`config.mk`:
```
export PLATFORM = sky130hd
export DESIGN_NAME = int_arbiter8
export DESIGN_NICKNAME = d
export VERILOG_FILES = /design/src/rtl/int_arb_pkg.sv /design/src/rtl/int_pri_enc.sv /design/src/rtl/int_arbiter8.sv
export SDC_FILE = /design/constraint.sdc
export NUM_CORES = 1
export LEC_CHECK = 0
export ABC_AREA = 1
export CORE_UTILIZATION = 45
export CTS_CLUSTER_DIAMETER = 120
export DETAILED_ROUTE_END_ITERATION = 10
export HOLD_SLACK_MARGIN = 0.08
export PLACE_DENSITY_LB_ADDON = 0.25
export SYNTH_ARGS = -nofsm -noshare
export SYNTH_HDL_FRONTEND = slang
export SYNTH_SLANG_ARGS = --single-unit
export TNS_END_PERCENT = 10
```
`constraint.sdc`:
```
create_clock -name iClk -period 2.05 [get_ports iClk]
set_clock_uncertainty 0.2 [all_clocks]
set_input_delay 0.5125 -clock iClk [delete_from_list [all_inputs] [get_ports iClk]]
set_output_delay 0.5125 -clock iClk [all_outputs]
set_load 0.005 [all_outputs]
```
`src/rtl/int_arb_pkg.sv`:
```
// ---------------------------------------------------------------------------
// int_arb_pkg
//
// Shared definitions for the eight-channel interrupt arbiter:
//   NCH          - number of interrupt channels
//   VW           - width of the encoded vector
//   arbState_e   - controller states (idle / offering a vector / in service)
//   idx_to_vec   - channel index to vector code (channel 7 maps to code 0)
//   vec_to_onehot- vector code back to a one-hot channel mask
// ---------------------------------------------------------------------------
package int_arb_pkg;

   localparam int NCH = 8;
   localparam int VW  = 3;

   typedef enum logic [1:0] {
      ST_IDLE  = 2'd0,
      ST_OFFER = 2'd1,
      ST_SVC   = 2'd2
   } arbState_e;

   // Higher channel numbers have higher priority, so the vector code counts
   // down from the top channel: ch7 -> 0, ch0 -> 7.
   function automatic logic [VW-1:0] idx_to_vec(input logic [VW-1:0] n);
      return VW'(NCH - 1) - n;
   endfunction

   // Inverse of idx_to_vec, expanded to a one-hot channel mask. Used to clear
   // exactly the pending bit of the channel being accepted.
   function automatic logic [NCH-1:0] vec_to_onehot(input logic [VW-1:0] v);
      logic [VW-1:0] ch;
      ch = VW'(NCH - 1) - v;
      return NCH'(1) << ch;
   endfunction

endpackage

```
`src/rtl/int_pri_enc.sv`:
```
// ---------------------------------------------------------------------------
// int_pri_enc
//
// Combinational 8:3 priority pick over the effective (pending and unmasked)
// request vector. Channel 7 has the highest priority.
//
// Ports:
//   eff_i  in  [NCH-1:0]  effective requests, active-high, bit n = channel n
//   vec_o  out [VW-1:0]   vector code of the winning channel (7 - n);
//                         0 when nothing is requesting
//   any_o  out            at least one effective request is present
// ---------------------------------------------------------------------------
module int_pri_enc
   import int_arb_pkg::*;
(
   input  logic [NCH-1:0] eff_i,
   output logic [VW-1:0]  vec_o,
   output logic           any_o
);

   // Scan from channel 0 upwards so that the last (highest) set bit found
   // overwrites any lower ones, which gives channel 7 the win.
   always_comb begin
      vec_o = '0;
      for (int i = 0; i < NCH; i++) begin
         if (eff_i[i]) begin
            vec_o = idx_to_vec(VW'(i));
         end
      end
      any_o = |eff_i;
   end

endmodule

```
`src/rtl/int_arbiter8.sv`:
```
// ---------------------------------------------------------------------------
// int_arbiter8
//
// Eight-channel interrupt arbiter. Active-low requests are captured (either
// on their falling edge or as a level), masked, and the highest-priority
// pending channel is offered to a CPU-side consumer as a 3-bit vector over
// an int / ack / end-of-interrupt handshake. Arbitration can be chained with
// other arbiters through the active-low iEI / oEO pair.
//
// Parameters:
//   EDGE_TRIG   1 = pending bit set on a falling edge of iReq[n]
//               0 = pending[n] simply follows ~iReq[n] every cycle
//   RESET_MASK  mask register value after reset (1 = channel masked)
//
// Ports:
//   iClk     in       clock, all state updates on the rising edge
//   iRst     in       synchronous active-high reset
//   iReq     in  [8]  request lines, active-low, bit n = channel n
//   iEI      in       chain enable in, active-low (1 disables arbitration)
//   iMask    in  [8]  mask write data
//   iMaskWe  in       load iMask into the mask register at the edge
//   iAck     in       consumer accepts the offered vector
//   iEoi     in       end of service for the in-service channel
//   oInt     out      interrupt offered, oVector valid
//   oVector  out [3]  encoded channel (7 - n)
//   oBusy    out      a channel is in service
//   oEO      out      chain enable out, active-low
// ---------------------------------------------------------------------------
module int_arbiter8
   import int_arb_pkg::*;
#(
   parameter bit             EDGE_TRIG  = 1'b1,
   parameter logic [NCH-1:0] RESET_MASK = 8'h00
) (
   input  logic           iClk,
   input  logic           iRst,
   input  logic [NCH-1:0] iReq,
   input  logic           iEI,
   input  logic [NCH-1:0] iMask,
   input  logic           iMaskWe,
   input  logic           iAck,
   input  logic           iEoi,
   output logic           oInt,
   output logic [VW-1:0]  oVector,
   output logic           oBusy,
   output logic           oEO
);

   arbState_e      state_q,   state_d;
   logic [NCH-1:0] req_q;
   logic [NCH-1:0] pending_q, pending_d;
   logic [NCH-1:0] mask_q,    mask_d;
   logic [VW-1:0]  vec_q,     vec_d;
   logic           int_q,     int_d;
   logic           busy_q,    busy_d;
   logic [VW-1:0]  insvc_q,   insvc_d;

   logic [NCH-1:0] eff;
   logic [NCH-1:0] fall;
   logic [NCH-1:0] clr;
   logic [VW-1:0]  encVec;
   logic           encAny;

   // Only unmasked pending channels take part in arbitration. The mask is a
   // register, so a write becomes visible here one cycle after it lands.
   assign eff = pending_q & ~mask_q;

   int_pri_enc uPriEnc (
      .eff_i (eff),
      .vec_o (encVec),
      .any_o (encAny)
   );

   // Controller: pick a channel while idle, hold the chosen vector steady
   // while it is offered, and wait for end-of-interrupt while in service.
   // Once in OFFER the vector is frozen, so later requests or mask changes
   // cannot swap the channel under the consumer. Dropping the chain enable
   // withdraws the offer and wins over a simultaneous acknowledge; the
   // pending bit is left alone so the same channel is offered again later.
   always_comb begin
      state_d = state_q;
      vec_d   = vec_q;
      int_d   = int_q;
      busy_d  = busy_q;
      insvc_d = insvc_q;
      clr     = '0;

      unique case (state_q)
         ST_IDLE: begin
            if (!iEI && encAny) begin
               vec_d   = encVec;
               int_d   = 1'b1;
               state_d = ST_OFFER;
            end
         end

         ST_OFFER: begin
            if (iEI) begin
               int_d   = 1'b0;
               state_d = ST_IDLE;
            end else if (iAck) begin
               clr     = vec_to_onehot(vec_q);
               insvc_d = VW'(NCH - 1) - vec_q;
               int_d   = 1'b0;
               busy_d  = 1'b1;
               state_d = ST_SVC;
            end
         end

         ST_SVC: begin
            if (iEoi) begin
               busy_d  = 1'b0;
               state_d = ST_IDLE;
            end
         end

         default: begin
            int_d   = 1'b0;
            busy_d  = 1'b0;
            state_d = ST_IDLE;
         end
      endcase
   end

   // Request capture. In edge mode a falling edge is seen as "was high last
   // cycle, low now"; OR-ing the new edges in after the clear means a fresh
   // edge on the channel being acknowledged is not lost. In level mode the
   // pending vector simply mirrors the request pins and the clear is moot.
   always_comb begin
      fall = req_q & ~iReq;
      if (EDGE_TRIG) begin
         pending_d = (pending_q & ~clr) | fall;
      end else begin
         pending_d = ~iReq;
      end
      mask_d = iMaskWe ? iMask : mask_q;
   end

   // State register with synchronous reset. req_q resets to all-high so that
   // a request already low when reset drops is seen as a fresh edge.
   always_ff @(posedge iClk) begin
      if (iRst) begin
         state_q   <= ST_IDLE;
         req_q     <= '1;
         pending_q <= '0;
         mask_q    <= RESET_MASK;
         vec_q     <= '0;
         int_q     <= 1'b0;
         busy_q    <= 1'b0;
         insvc_q   <= '0;
      end else begin
         state_q   <= state_d;
         req_q     <= iReq;
         pending_q <= pending_d;
         mask_q    <= mask_d;
         vec_q     <= vec_d;
         int_q     <= int_d;
         busy_q    <= busy_d;
         insvc_q   <= insvc_d;
      end
   end

   // The chain passes enable downstream only when this arbiter is enabled,
   // idle, and has nothing eligible to offer.
   assign oEO     = ~(~iEI && (state_q == ST_IDLE) && !encAny);
   assign oInt    = int_q;
   assign oVector = vec_q;
   assign oBusy   = busy_q;

endmodule

```
== After elaboration in Yosys (flattened, before gate mapping) ==
Index checks and enable logic that the tools add are counted.
Widths: inputs -> output; s select.

* Add/subtract/negate cells: 1
* Equal/unequal tests: 7
* Shift operators: 1
* Muxes and demuxes: 24
* Bitwise gates (word level): 11
* Reductions and logical operators: 11

{| class="wikitable"
|+ Operators with widths
! cell !! number
|-
| $and 8x8->8 || 3
|-
| $mux 3 || 8
|-
| $mux 8 || 3
|-
| $not 8->8 || 3
|-
| $mux 2 || 4
|-
| $ne 2x2->1 const B || 4
|-
| $or 8x8->8 || 1
|-
| $reduce_or 8->1 || 1
|-
| $shl 1x3->8 const A || 1
|-
| $mux 1 || 6
|-
| $pmux 1 s3 || 2
|-
| $pmux 2 s3 || 1
|-
| $reduce_and 3->1 || 2
|-
| $not 1->1 || 4
|-
| $reduce_and 4->1 || 1
|-
| $logic_and 1x1->1 || 3
|-
| $ne 3x3->1 const B || 1
|-
| $sub 3x3->3 const A || 1
|-
| $eq 2x1->1 const B || 1
|-
| $eq 2x2->1 const B || 1
|-
| $logic_not 1->1 || 2
|-
| $logic_not 2->1 || 1
|-
| $reduce_and 2->1 || 1
|}

* Register bits: 31
* Output and inout port bits: 6
* Logic and storage cells: 62

== Longest topological paths before layout ==
* Depth after elaboration: 10
* Gate-level depth with buffers: 10
* Gate-level depth less buffers: 10

== Modules after synthesis ==
Synthesis repeated with hierarchy kept, for this count alone.

* Cell total of the unflattened synthesis: 194
* Area total of the unflattened synthesis: 1328.8 µm²

{| class="wikitable"
|+ By module, submodules not included
! module !! instances !! cells an instance !! area an instance (µm²) !! seq. area each (µm²)
|-
| int_arbiter8 || 1 || 172 || 1229.9 || 620.6
|-
| int_pri_enc || 1 || 22 || 98.8 || 0.0
|}

== Least setup slack after synthesis ==
No wires, ideal clock.

* Path kind: register to output
* Start: register state_q[1]
* End: output oEO
* Arrival time: 0.742 ns
* Required time: 1.337 ns
* Path slack: 0.596 ns
* Stages on the path, launching flop included: 5
* Path buffers: 0
* Cells stage by stage: dfxtp_1 nor2_1 inv_1 nor2_4 nand3_1

* Word-level cells in the longest chain between the ends: 4

{| class="wikitable"
|+ RTL lines
! what !! line !! RTL
|-
| from (decl) || int_arbiter8.sv:49 || <nowiki>arbState_e state_q, state_d;</nowiki>
|-
| from (signal assigned) || int_arbiter8.sv:152 || <nowiki>state_q <= state_d;</nowiki>
|-
| $logic_not 2->1 || int_arbiter8.sv:165 || <nowiki>assign oEO = ~(~iEI && (state_q == ST_IDLE) && !encAny);</nowiki>
|-
| $logic_and 1x1->1 (2 in a row) || int_arbiter8.sv:165 ||
|-
| $not 1->1 || int_arbiter8.sv:165 ||
|-
| to (decl) || int_arbiter8.sv:46 || <nowiki>output logic oEO</nowiki>
|}

No other way between the ends.

== Final worst setup path ==
* Start: register vec_q[0], in the netlist oVector[0]
* End: output oVector[0]

{| class="wikitable"
|+ RTL lines
! what !! line !! RTL
|-
| from (decl) || int_arbiter8.sv:53 || <nowiki>logic [VW-1:0] vec_q, vec_d;</nowiki>
|-
| from (signal assigned) || int_arbiter8.sv:156 || <nowiki>vec_q <= vec_d;</nowiki>
|-
| to (decl) || int_arbiter8.sv:44 || <nowiki>output logic [VW-1:0] oVector,</nowiki>
|}

No word-level cell between the ends.

==> out/metrics.cfg <==
[global_routing]
grt_pass1_wl_mm=4.47
grt_max_degree=18
grt_pass1_vias=1088
grt-ovfl-total=0
grt_usage_pct=18.5
antenna_found_initial=0

[cts]
cts_tree=yes
clock_sinks=31
cts_root_buf=clkbuf_4
clkSlewWorstSetupHoldPaths_ns=0.09
clk_path_buf_depth=2
htree_levels=2
cts_made_buffers=5
clock_latency_ns=0.33

[worst_setup_path]
path_delay_family=buffers and inverters
r2r-start=state_q[1]
cp.arrival_ns=1.26
crit_path_end_kind=output pin
r2r-end=pending_q[6]
crit_path_start_kind=flop
cp.buffers_inverters=1
crit_start=oVector[0]
cp_slowest_cell=clkdlybuf4s50_1
crit_fanout=6
path_cells=clkdlybuf4s50_1
required_ns=1.34
slowest_delay_ns=0.52
ff2ff_path_depth=7
r2r_setup_slack_ns=0.56
worstSetupPathType=flop to output pin

[detailed_routing]
wl_mm=2.66
wl_per_cell_um=11.3
viasPerCell=4.86
drc=0
dr.pass1.iters=4
drt_iter0_markers=30
via_count=1143
postRouteAntennaNets=0

[run_status]
status=finished clean

[power_and_ir_drop]
p_sw_share_pct=26.5
vdd_drop_max_mv=0.506
switchingPower_uw=350
p_comb_share_pct=18.8
power.density_mw_per_mm2=756
power.leakage_nw=0.760
p_int_uw=971
power_frac_seq_pct=51.2
clkPwrFrac_pct=30.0

[floorplanning]
dieWidth_um=56.1
rows=19
coreArea_mm2=0.00276
initial_core_util_pct=47.8
die_height_um=56.1
io_pins=28
die_area_mm2=0.00315

[synthesis]
syn_area_mm2=0.00132
synth-edff-count=0
synth.largest_area_cell=dfxtp_1
synth-async-reset-ratio_pct=0
synth.most_common_cell=nand2_1
synthCells=166
synth_seq_area_share_pct=47.1
yosysWarningCount=0
synth_area_per_cell_um2=7.94
synthTopCellsByArea=dfxtp_1 47%, nand2_1 10%, inv_1 7.1%, a22oi_2 5.7%, nor2_1 4.3%
yosys-top-cells-count=36 x nand2_1, 31 x dfxtp_1, 25 x inv_1
ys_ff_latch=31
synth_cell_types=26
syn_nets=188
synth_top_area_share_pct=47.1
synth_ff_type=dfxtp_1

[cells_and_area]
drive_gt1_share_pct=25.0
syn_to_final_growth_pct=32.5
fill_cells=245
antennaDiodeCount=0
nNetsFinal=225

[timing]
fin_hold_ws_ns=0.256
max_freq_ghz=0.508
setup-violations-final=0
slew_headroom_pct=72.4
fin_crit_ns=1.97
rsz0062_at_grt=no
setup_tns_ns=0
timing.final.crit_share_pct=96.0
slew_viol_final=0
finalHoldViolCount=0
tightest_slew_ns=0.413

[placed_design]
routabilityCongestion=0.815
dpl.hpwl_mm=2.05
portBuffers=27

[min_path]
whs_path_depth=2
hp-start=req_q[7]
holdPathEnd=pending_q[7]
hp-class=flop to flop

[job]
max_cap_violations=0

[routing by layer]
layer  track usage, %  wire, um  vias to the layer above
li1                 -         -                      599
met1             21.1      1240                      513
met2             29.6      1220                       22
met3             7.67       139                        9
met4             9.76        61                        0
met5                0         0                        -
[cells by family after synthesis]
family	count (synthesis)	synth area share [%]
buf+inv	30	8.82
flops	31	47.1
simple gates	71	25.9
compound gates	34	18.2
[sequential cells by signal, indices dropped and copies added (netlist names)]
name / cells
oInt: 1
oVector: 3
state_q: 2
mask_q: 8
req_q: 8
oBusy: 1
pending_q: 8
[how the worst max path moves through the flow]
stage | endpoint | slack, ns | cells after the start
floorplan | oEO | 0.60 | 4
global placement | oEO | -0.31 | 4
detailed placement | oEO | -0.33 | 4
CTS | oEO | -0.02 | 6
global route | oVector[0] | 0.03 | 1
finish | oVector[0] | 0.08 | 1
[worst min-delay path: stages (launching register included)]
cell,delay (ns)
dfxtp_1,0.31
nand2_1,0.05
a21oi_1,0.06
[timing repair]
| action | 4_1_cts | 5_1_grt |
|---|---|---|
| endpoints found under the setup margin | 2 | 2 |
| gates resized for setup | 5 | 10 |
| hold buffers | 0 | 0 |
| setup buffers | 0 | 0 |
| pin swaps | 0 | 2 |
[cell usage in the layout (no fill, tap or decap)]
cell type and count:
dfxtp_1 27, buf_4 6, nor2_2 3, a22oi_2 6, clkbuf_1 1, nand2_4 2, dfxtp_2 4, dlygate4sd2_1 1
nand3_1 3, nand3_2 1, clkbuf_8 2, nand3b_1 1, a22oi_1 1, a21oi_2 3, nor2_4 4, inv_1 25
clkdlybuf4s50_1 25, o21ai_2 1, a211oi_1 1, a221oi_1 1, clkbuf_2 1, nor3_1 1, nor2_1 14, inv_4 1
nand2_1 31, inv_2 1, a21oi_1 11, nand2_2 11, a31oi_1 1, o21ai_0 9, clkbuf_4 5
[through the flow]
| step | utilization, % | worst slack [ns] | std cells | cell area, um^2 | power (mW) |
|---|---|---|---|---|---|
| 2_1_floorplan | - | 0.596 | 166 | 1320 | 0.830 |
| 5_1_grt | 63.4 | 0.0272 | 235 | 1750 | 1.39 |
| 4_1_cts | 62.8 | -0.0160 | 235 | 1730 | 1.33 |
| 6_report | 63.4 | 0.0816 | 235 | 1750 | 1.32 |
| 3_5_place_dp | 60.2 | -0.331 | 227 | 1660 | 0.933 |
| 3_3_place_gp | 60.2 | -0.314 | 227 | 1660 | 0.925 |
[power groups by stage]
stage          clock network [mW]  logic, mW  registers (mW)
6_report                    0.397      0.248           0.677
5_1_grt                     0.435      0.276           0.681
3_3_place_gp                    0      0.240           0.685
4_1_cts                     0.409      0.246           0.675
3_5_place_dp                    0      0.245           0.687
2_1_floorplan                   0      0.148           0.682
[cell type report]
class / instances / area (um^2) / share of cell area [%]
inverters: 27 / 104 / 5.94
well taps: 31 / 38.8 / 2.22
clock buffers: 8 / 68.8 / 3.94
repair buffers: 33 / 309 / 17.7
multi-input cells: 105 / 602 / 34.4
flip-flops and latches: 31 / 626 / 35.8
Power figures use the tool's default switching activity.
